**src/rtl/ctrl_calendario.sv**
```systemverilog
// Calendar sequencer for the RTC date path: advances day/month/year on a daily
// tick with per-month limits (leap February) and handles Inc/Dec field editing.
module ctrl_calendario #(
    parameter int ANIO_W = 7
) (
    input  logic              Clock,
    input  logic              Reset,
    input  logic              Tick_dia,
    input  logic              Modo_prog,
    input  logic [1:0]        Sel_campo,
    input  logic              Inc,
    input  logic              Dec,
    output logic [4:0]        Dia,
    output logic [3:0]        Mes,
    output logic [ANIO_W-1:0] Anio,
    output logic              Fin_mes,
    output logic              Fin_anio,
    output logic              Ocupado
);

    typedef enum logic [1:0] {
        IDLE   = 2'd0,
        AVANZA = 2'd1,
        AJUSTA = 2'd2
    } estado_t;

    localparam logic [ANIO_W-1:0] ANIO_MAX = ANIO_W'(99);

    estado_t           state_q, state_d;
    logic [4:0]        dia_q, dia_d;
    logic [3:0]        mes_q, mes_d;
    logic [ANIO_W-1:0] anio_q, anio_d;
    logic              fin_mes_q, fin_mes_d;
    logic              fin_anio_q, fin_anio_d;
    logic              ocupado_q, ocupado_d;
    logic [4:0]        dm;

    function automatic logic [4:0] dias_mes(input logic [3:0] m, input logic [ANIO_W-1:0] a);
        if (m == 4'd1)
            return (a[1:0] == 2'b00) ? 5'd29 : 5'd28;
        else if (m == 4'd3 || m == 4'd5 || m == 4'd8 || m == 4'd10)
            return 5'd30;
        else
            return 5'd31;
    endfunction

    always_comb begin
        state_d    = state_q;
        dia_d      = dia_q;
        mes_d      = mes_q;
        anio_d     = anio_q;
        fin_mes_d  = 1'b0;
        fin_anio_d = 1'b0;
        dm         = dias_mes(mes_q, anio_q);

        unique case (state_q)
            IDLE: begin
                // Edits only in programming mode; ticks only outside it.
                if (Modo_prog) begin
                    if (Inc ^ Dec) begin
                        case (Sel_campo)
                            2'd0: begin
                                if (Inc) dia_d = (dia_q >= dm) ? 5'd1 : dia_q + 5'd1;
                                else     dia_d = (dia_q <= 5'd1) ? dm : dia_q - 5'd1;
                            end
                            2'd1: begin
                                if (Inc) mes_d = (mes_q >= 4'd11) ? 4'd0 : mes_q + 4'd1;
                                else     mes_d = (mes_q == 4'd0) ? 4'd11 : mes_q - 4'd1;
                                state_d = AJUSTA;
                            end
                            2'd2: begin
                                if (Inc) anio_d = (anio_q >= ANIO_MAX) ? '0 : anio_q + 1'b1;
                                else     anio_d = (anio_q == '0) ? ANIO_MAX : anio_q - 1'b1;
                                state_d = AJUSTA;
                            end
                            default: ;
                        endcase
                    end
                end else if (Tick_dia) begin
                    state_d = AVANZA;
                end
            end
            AVANZA: begin
                if (dia_q < dm) begin
                    dia_d = dia_q + 5'd1;
                end else begin
                    dia_d     = 5'd1;
                    fin_mes_d = 1'b1;
                    if (mes_q >= 4'd11) begin
                        mes_d      = 4'd0;
                        anio_d     = (anio_q >= ANIO_MAX) ? '0 : anio_q + 1'b1;
                        fin_anio_d = 1'b1;
                    end else begin
                        mes_d = mes_q + 4'd1;
                    end
                end
                state_d = IDLE;
            end
            AJUSTA: begin
                if (dia_q > dm) dia_d = dm;
                state_d = IDLE;
            end
            default: state_d = IDLE;
        endcase

        ocupado_d = (state_d != IDLE);
    end

    always_ff @(posedge Clock) begin
        if (Reset) begin
            state_q    <= IDLE;
            dia_q      <= 5'd1;
            mes_q      <= 4'd0;
            anio_q     <= '0;
            fin_mes_q  <= 1'b0;
            fin_anio_q <= 1'b0;
            ocupado_q  <= 1'b0;
        end else begin
            state_q    <= state_d;
            dia_q      <= dia_d;
            mes_q      <= mes_d;
            anio_q     <= anio_d;
            fin_mes_q  <= fin_mes_d;
            fin_anio_q <= fin_anio_d;
            ocupado_q  <= ocupado_d;
        end
    end

    assign Dia      = dia_q;
    assign Mes      = mes_q;
    assign Anio     = anio_q;
    assign Fin_mes  = fin_mes_q;
    assign Fin_anio = fin_anio_q;
    assign Ocupado  = ocupado_q;

endmodule

```
**config.mk**
```make
export PLATFORM = sky130hd
export DESIGN_NAME = ctrl_calendario
export DESIGN_NICKNAME = d
export VERILOG_FILES = /design/src/rtl/ctrl_calendario.sv
export SDC_FILE = /design/constraint.sdc
export NUM_CORES = 1
export LEC_CHECK = 0
export ABC_CLOCK_PERIOD_IN_PS = 6700
export CAP_MARGIN = 20
export CORE_MARGIN = 8
export CORE_UTILIZATION = 59
export DETAILED_ROUTE_END_ITERATION = 8
export PLACE_DENSITY = 0.88
export SYNTH_ARGS = -nofsm -noshare
export SYNTH_HDL_FRONTEND = slang
export SYNTH_SLANG_ARGS = --single-unit
```
**constraint.sdc**
```tcl
create_clock -name Clock -period 6.7 [get_ports Clock]
set_input_delay 0.67 -clock Clock [delete_from_list [all_inputs] [get_ports Clock]]
set_output_delay 0.67 -clock Clock [all_outputs]
set_load 0.1 [all_outputs]
```
* Yosys cells after proc, flatten, opt, wreduce, memory -nomap -nowiden
Cells that the tools add are included.
W data, S select, Z words.
** Storage, ports and cells
- Output and inout port bits :: 19
- Input port bits :: 8
- Word-level logic and storage cells :: 91
- Register bits :: 21
** Operators by class
- $add $sub $neg :: 6
- Bitwise operators :: 2
- Eq/ne operators :: 17
- Magnitude comparators :: 6
- Reductions and logical operators :: 17
- Mux-type cells :: 36
** Operators with widths (number)
- $mux W7 :: 8
- $mux W5 :: 8
- $mux W4 :: 7
- $pmux W5 S3 :: 1
- $pmux W7 S2 :: 1
- $mux W2 :: 6
- $ne A2 B2 Y1 const B :: 5
- $reduce_and A5 Y1 :: 2
- $eq A4 B4 Y1 const B :: 2
- $pmux W4 S2 :: 1
- $add A7 B1 Y7 const B :: 1
- $ge A7 B7 Y1 const B :: 1
- $logic_not A7 Y1 :: 1
- $sub A7 B1 Y7 const B :: 1
- $logic_not A2 Y1 :: 3
- $ne A2 B1 Y1 const B :: 3
- $reduce_and A6 Y1 :: 1
- $add A5 B1 Y5 const B :: 1
- $ge A5 B5 Y1 :: 1
- $gt A5 B5 Y1 :: 1
- $le A5 B1 Y1 const B :: 1
- $lt A5 B5 Y1 :: 1
- $sub A5 B1 Y5 const B :: 1
- $add A4 B1 Y4 const B :: 1
- other kinds (16) :: 25

* Longest topological paths before layout
Gate-level depths: netlist (run 1).
- Word-level depth :: 13
- Gate-level depth with buffers :: 12
- Gate-level depth less buffers :: 11

* Worst setup path before layout (run 1)
No wires, ideal clock.
- Path kind :: reg2reg
- From :: register mes_q[1], in the netlist Mes[1]
- To :: register mes_q[0], in the netlist Mes[0]
- Path slack :: 3.206 ns
- Buffers on the path :: 0
- Required time :: 6.605 ns
- Cell stages (with the launch flop) :: 11
- Library setup time :: 0.095 ns
- Arrival :: 3.399 ns
- Period minus slack after synthesis :: 3.494 ns
- Cell sequence :: dfxtp_1 > ha_1 > or3b_2 > a21oi_1 > a31oi_1 > ha_1 > nor2b_1 > o21ai_1 > a211oi_2 > o21ai_0 > a221oi_1
** On the way
- Cells in the longest elaborated chain, start to end :: 9
- Elaborated cells on any way between the ends :: 23
- Those cells by class :: 2 x order compare; 6 x eq/ne; 10 x mux; 5 x reduce/logical
** Ends and longest elaborated chain
- start, declared :: line 31 : logic [3:0] mes_q, mes_d;
- start signal, assigned :: line 121 : mes_q <= mes_d;
- $eq A4 B2 Y1 / $eq A4 B3 Y1 (equally long branches) :: line 41 : else if (m == 4'd3 || m == 4'd5 || m == 4'd8 || m == 4'd10)
- $logic_or A1 B1 Y1 (3 in a row) :: line 41
- $mux W1 :: line 41
- $mux W2 :: line 39 : if (m == 4'd1)
- $lt A5 B5 Y1 :: line 84 : if (dia_q < dm) begin
- $ne A2 B2 Y1 (no source line)
- $reduce_and A5 Y1 (no source line)
Parallel ways exist; a longest one is shown, timed or not. The select of a mux whose other input is x is not followed.
A chain may end at the register's enable or synchronous reset.

* Worst setup path after layout (run 1)
Same ends and word-level chain as after synthesis.

==> results of run 1 <==
## sequential cells by signal (all words and copies together) (netlist names)
register	count
Anio	7
Dia	5
Mes	4
state_q	2
Fin_anio	1
Fin_mes	1
Ocupado	1
## layout make-up
| cell class | instances | area (um2) |
|---|---|---|
| flip-flops and latches | 21 | 420.4 |
| clock buffers | 4 | 26.28 |
| well taps | 44 | 55.05 |
| repair buffers | 27 | 271.5 |
| fillers | 261 | 879.6 |
| inverters | 18 | 67.56 |
| multi-input cells | 191 | 1333 |
## synth_stat cells, types with 5 or more instances
cell type	instances
nor4_1	6
o21ai_0	15
o41ai_1	5
ha_1	18
nor3_1	5
nand2_1	16
mux2i_1	5
nor2_1	17
xnor2_1	7
a21oi_1	17
clkbuf_1	12
a31oi_1	11
dfxtp_1	21
nand3_1	7
inv_1	18
nor3b_1	6
## through the flow
step	power, mW	cell area (um2)	utilization [%]	instances	hold slack, ns
after CTS	0.4396	2162	70.82	304	0.5695
after floorplan	0.3295	1901	-	247	0.5119
after global routing	0.4663	2173	71.19	305	0.5950
after global placement	0.3711	2136	69.96	300	0.5401
after detailed placement	0.3756	2136	69.96	300	0.5462
final	0.4419	2173	71.19	305	0.5682
## worst max-delay path: cells and delay by family, from the launching register on
kind,cells,cell delay (ns)
AND/OR/NAND/NOR,2,0.68
flip-flops,1,0.50
adder cells (fa/ha/maj),2,0.56
AO/OA/AOI/OAI,6,1.47
## path summary, 6_finish.rpt
kind         startpoint      end  slack [ns]
max reg2reg      Mes[1]   Mes[0]        3.41
max              Mes[1]   Mes[0]        3.41
min             Anio[4]  Anio[4]        0.57
min reg2reg     Anio[4]  Anio[4]        0.57
## kinds of logic (layout without fill, tap and decap cells)
family,Yosys count,count (layout),share of synthesized area [%]
AO/OA/AOI/OAI,84,84,30.88
XOR/XNOR,9,9,4.148
adder cells (fa/ha/maj),18,18,11.85
buffers and inverters,35,49,7.767
flip-flops,21,21,22.12
multiplexers,5,5,2.633
AND/OR/NAND/NOR,75,75,20.61
## routing by layer
layer	up-vias	track usage (%)
met1	907	22.73
met5	-	0
li1	946	-
met3	10	3.022
met4	0	6.444
met2	72	29.22
## power by group through the flow
stage,Clock (mW),Combinational (mW),Sequential [mW]
after detailed placement,0,0.218,0.158
after global placement,0,0.214,0.158
after global routing,0.0702,0.238,0.158
final,0.0661,0.220,0.156
after floorplan,0,0.119,0.210
after CTS,0.0661,0.218,0.155
==> impl_metrics.env, run 1 <==
export IMPL_synth_top_area_share_pct=22.12
export IMPL_drt_iter0_markers=222
export IMPL_routed_wl_um=4659
export IMPL_p_leak_nw=0.7906
export IMPL_syn2layout_area_growth_pct=14.35
export IMPL_ys_ff_latch=21
export IMPL_yosys_most_used_dff="dfxtp_1"
export IMPL_coreArea_um2=3053
export IMPL_fin_skew_ns=0.008885
export IMPL_period_share_pct=49.18
export IMPL_synth_cell_area_um2=1901
export IMPL_met1_length_um=2020
export IMPL_drtAntennaViolNets=0
export IMPL_fp_dieH_um=72.76
export IMPL_yosys_area_top_type="dfxtp_1"
export IMPL_clk_path_buf_depth=2
export IMPL_p_int_mw=0.2322
export IMPL_die_area_um2=5293
export IMPL_ioPinCount=27
export IMPL_grt_antenna_before_repair=0
export IMPL_peakVddDrop_v=0.0001578
export IMPL_synth_avg_cell_area_um2=7.695
export IMPL_synth_area_top_cells="dfxtp_1 22%, ha_1 12%, a21oi_1 4.5%"
export IMPL_htree_levels=1
export IMPL_seq_area_frac_synth_pct=22.12
export IMPL_cts_root_buf="clkbuf_4"
export IMPL_crit_chain="ha_1, or3b_2, a21oi_1, a31oi_1, ha_1, nor2b_1, o21ai_1, a211oi_2, o21ai_0, a221oi_1"
export IMPL_ys_warn_count=0
export IMPL_drive_gt1_share_pct=4.215
export IMPL_overflow=0
export IMPL_final_net_count=288
export IMPL_drv_slew=0
export IMPL_wl_met2_um=2230
export IMPL_drt_pass1_iterations=5
export IMPL_layout_common_cells="26 x clkdlybuf4s50_1, 21 x dfxtp_1, 18 x inv_1, 18 x ha_1"
export IMPL_tightest_slew_ns=0.9716
export IMPL_worst_setup_path_type="reg2reg"
export IMPL_r2r_cells=10
export IMPL_max_slew_margin_rel_pct=35.02
export IMPL_cts_setup_buffers=0
export IMPL_tns_ns=0
export IMPL_cts_buffers=3
export IMPL_setup_slack_ns=3.405
export IMPL_path_max_fanout=8
export IMPL_syn_inst=247
export IMPL_finalSetupViolCount=0
export IMPL_power_frac_comb_pct=49.8
export IMPL_clk_latency_ns=0.32
export IMPL_status="complete, no violations"
export IMPL_synth_edff_count=0
export IMPL_cpMostUsedCell="ha_1"
export IMPL_drc_errors=0
export IMPL_rows=20
export IMPL_cts_tree="built"
export IMPL_pwr_share_clk_pct=15.0
export IMPL_critPathCaptureType="flip-flop"
export IMPL_min_delay_path_depth=2
export IMPL_pwr_density_cell_nw_per_um2=203.3
export IMPL_ys_types=53
export IMPL_grt_usage_pct=17.87
export IMPL_wl_per_cell_um=15.28
export IMPL_fmax_ghz=0.3035
export IMPL_place_ws_ns=3.484
export IMPL_grt_pass1_vias=1724
export IMPL_switching_share_pct=47.45
export IMPL_gp_congestion=0.9498
export IMPL_crit_path_top_delay_cell="a211oi_2"
export IMPL_cp_slowest_stage_delay_ns=0.53
export IMPL_start_kind="flip-flop"
export IMPL_dpl_hpwl_um=3414
export IMPL_syn_nets=273
export IMPL_final_common_cell="clkdlybuf4s50_1"
export IMPL_arrival_ns=3.53
export IMPL_switchingPower_mw=0.2097
export IMPL_holdBufCountCts=0
export IMPL_diodes=0
export IMPL_hold_path_class="reg2reg"
export IMPL_rsz0062_at_grt="no"
export IMPL_async_reset_ff_share_pct=0
export IMPL_fp_dieW_um=72.76
export IMPL_finalHoldViolations=0
export IMPL_vias=1935
export IMPL_grt_max_degree=21
export IMPL_highest_layer="met4"
export IMPL_clkSinkCount=21
export IMPL_period_needed_ns=3.295
export IMPL_drv_cap=0
export IMPL_post_cts_resized=0
export IMPL_routed_via_density=6.344
export IMPL_wl_met3_um=333
export IMPL_seqPwrFrac_pct=35.2
export IMPL_start_util_pct=62.25
export IMPL_portBuffers=26
export IMPL_required_ns=6.93
export IMPL_grt_pass1_wl_um=7872
export IMPL_clkTransAtPathRegs_ns=0.13
No activity file was read; power rests on OpenSTA's default activity.
==> run 2: changes to the inputs <==
Settings changed: ABC_CLOCK_PERIOD_IN_PS 6700 to 3250, CORE_UTILIZATION 59 to 55, PLACE_DENSITY 0.88 to 0.83.
Clock period 6.7 ns to 3.25 ns, I/O delays scaled along.
==> impl_metrics.env, run 2 (synthesis gave the netlist of run 1 again) <==
export IMPL_hold_path_class="reg2reg"
export IMPL_final_net_count=291
export IMPL_cp_slowest_stage_delay_ns=0.46
export IMPL_syn2layout_area_growth_pct=14.94
export IMPL_clk_latency_ns=0.32
export IMPL_arrival_ns=3.13
export IMPL_fmax_ghz=0.3434
export IMPL_required_ns=3.47
export IMPL_drt_iter0_markers=220
export IMPL_crit_path_top_delay_cell="or3b_2"
export IMPL_drv_slew=0
export IMPL_clkSinkCount=21
export IMPL_finalSetupViolCount=0
export IMPL_grt_max_degree=21
export IMPL_grt_usage_pct=17.91
export IMPL_start_util_pct=56.96
export IMPL_routed_via_density=6.255
export IMPL_pwr_share_clk_pct=14.9
export IMPL_vias=1939
export IMPL_start_kind="flip-flop"
export IMPL_rsz0062_at_grt="no"
export IMPL_diodes=0
export IMPL_pwr_density_cell_nw_per_um2=419.4
export IMPL_period_share_pct=89.59
export IMPL_fp_dieW_um=74.79
export IMPL_crit_family="compound AO/OA/AOI/OAI gates"
export IMPL_largest_register_ffs=7
export IMPL_cts_root_buf="clkbuf_4"
export IMPL_fin_skew_ns=0.007869
export IMPL_setup_slack_ns=0.3383
export IMPL_p_int_mw=0.4814
export IMPL_peakVddDrop_v=0.0003050
export IMPL_grt_pass1_wl_um=8204
export IMPL_drive_gt1_share_pct=9.091
export IMPL_htree_levels=1
export IMPL_grt_antenna_before_repair=0
export IMPL_max_slew_margin_rel_pct=34.87
export IMPL_wl_per_cell_um=15.31
export IMPL_seqPwrFrac_pct=35.1
export IMPL_tightest_slew_ns=0.9739
export IMPL_drtAntennaViolNets=0
export IMPL_period_needed_ns=2.912
export IMPL_fp_dieH_um=74.79
export IMPL_die_area_um2=5593
export IMPL_p_leak_nw=0.8193
export IMPL_drt_pass1_iterations=5
export IMPL_switching_share_pct=47.46
export IMPL_switchingPower_mw=0.4348
export IMPL_cts_buffers=3
export IMPL_coreArea_um2=3337
export IMPL_power_frac_comb_pct=50.1
export IMPL_routed_wl_um=4747
export IMPL_worst_setup_path_type="reg2reg"
export IMPL_ioPinCount=27
export IMPL_tns_ns=0
export IMPL_finalHoldViolations=0
export IMPL_grt_pass1_vias=1797
export IMPL_rows=21
export IMPL_cts_tree="built"
export IMPL_layout_common_cells="19 x dfxtp_1, 18 x inv_1, 18 x ha_1, 18 x clkdlybuf4s50_1"
export IMPL_overflow=0
export IMPL_place_ws_ns=0.2509
export IMPL_drc_errors=0
export IMPL_crit_chain="ha_1, or3b_2, a21oi_1, a31oi_1, ha_1, nand2b_1, a21oi_1, nand2b_1, a311oi_1, o41ai_1"
export IMPL_critPathBufInv=0
export IMPL_gp_congestion=0.8803
export IMPL_path_max_fanout=8
export IMPL_clk_path_buf_depth=2
export IMPL_drv_cap=0
export IMPL_holdBufCountCts=0
export IMPL_dpl_hpwl_um=3405
export IMPL_critPathCaptureType="flip-flop"
export IMPL_clkTransAtPathRegs_ns=0.13
export IMPL_final_common_cell="dfxtp_1"
export IMPL_portBuffers=26
export IMPL_status="complete, no violations"
==> run 2: cell types whose count changed in the layout (fill, tap and decap cells not counted) <==
| cell | previous run | this run |
|---|---|---|
| a211oi_2 | 1 | 0 |
| a211oi_4 | 1 | 2 |
| buf_4 | 0 | 12 |
| buf_6 | 1 | 0 |
| clkdlybuf4s50_1 | 26 | 18 |
| dfxtp_1 | 21 | 19 |
| dfxtp_2 | 0 | 2 |
==> run 2: worst paths after layout <==
check	from	endpoint	slack, ns	depth (start not counted)
setup reg to reg	Mes[1]	Dia[4]	0.34	10
hold / removal	state_q[0]	state_q[0]	0.58	2
setup / recovery	Mes[1]	Dia[4]	0.34	10
hold reg to reg	state_q[0]	state_q[0]	0.58	2
==> run 2: repair_timing <==
action                                  in CTS  in global routing
endpoints found under the setup margin       0                  1
setup buffers                                0                  1
gates resized for setup                      0                  1
==> run 2: worst min-delay path: cells and delay by family (launching register included) <==
family	cells	cell delay, ns
flip-flops	1	0.35
AND/OR/NAND/NOR	1	0.15
AO/OA/AOI/OAI	1	0.06
==> run 2: area by class of cell <==
cell class	count	area, um2
Multi-Input combinational cell	191	1340
Fill cell	297	1152
Sequential cell	21	422.9
Timing Repair Buffer	30	270.3
Inverter	18	67.56
Tap cell	46	57.56
Clock buffer	4	26.28
==> run 2: metrics by stage <==
stage               power, mW  util [%]  hold slack, ns  area (um2)  cells
global placement       0.7701     64.23          0.5476        2143    305
CTS                    0.9121     65.02          0.5748        2170    309
global route           0.9804     65.47          0.6087        2185    310
floorplan              0.6801         -          0.4408        1903    247
detailed placement     0.7765     64.23          0.5570        2143    305
finish                 0.9162     65.47          0.5821        2185    310
==> run 2: routing by layer <==
layer,vias up,part of all wire (%),global-route usage [%]
li1,953,-,-
met1,925,47,23.81
met2,56,47,29.04
met3,5,5.1,2.397
met4,0,0.82,5.435
met5,-,0,0
==> run 2: power by group through the flow <==
stage	clock (mW)	combinational [mW]	sequential, mW
3_5_place_dp	0	0.450	0.326
5_1_grt	0.156	0.498	0.327
6_report	0.136	0.459	0.321
2_1_floorplan	0	0.246	0.434
4_1_cts	0.140	0.452	0.320
3_3_place_gp	0	0.444	0.326
==> run 3: changes to the inputs <==
Settings changed: SLEW_MARGIN set to 25.
==> results of run 3 <==
Final layout, timing and power as in run 2 (identical DEF).
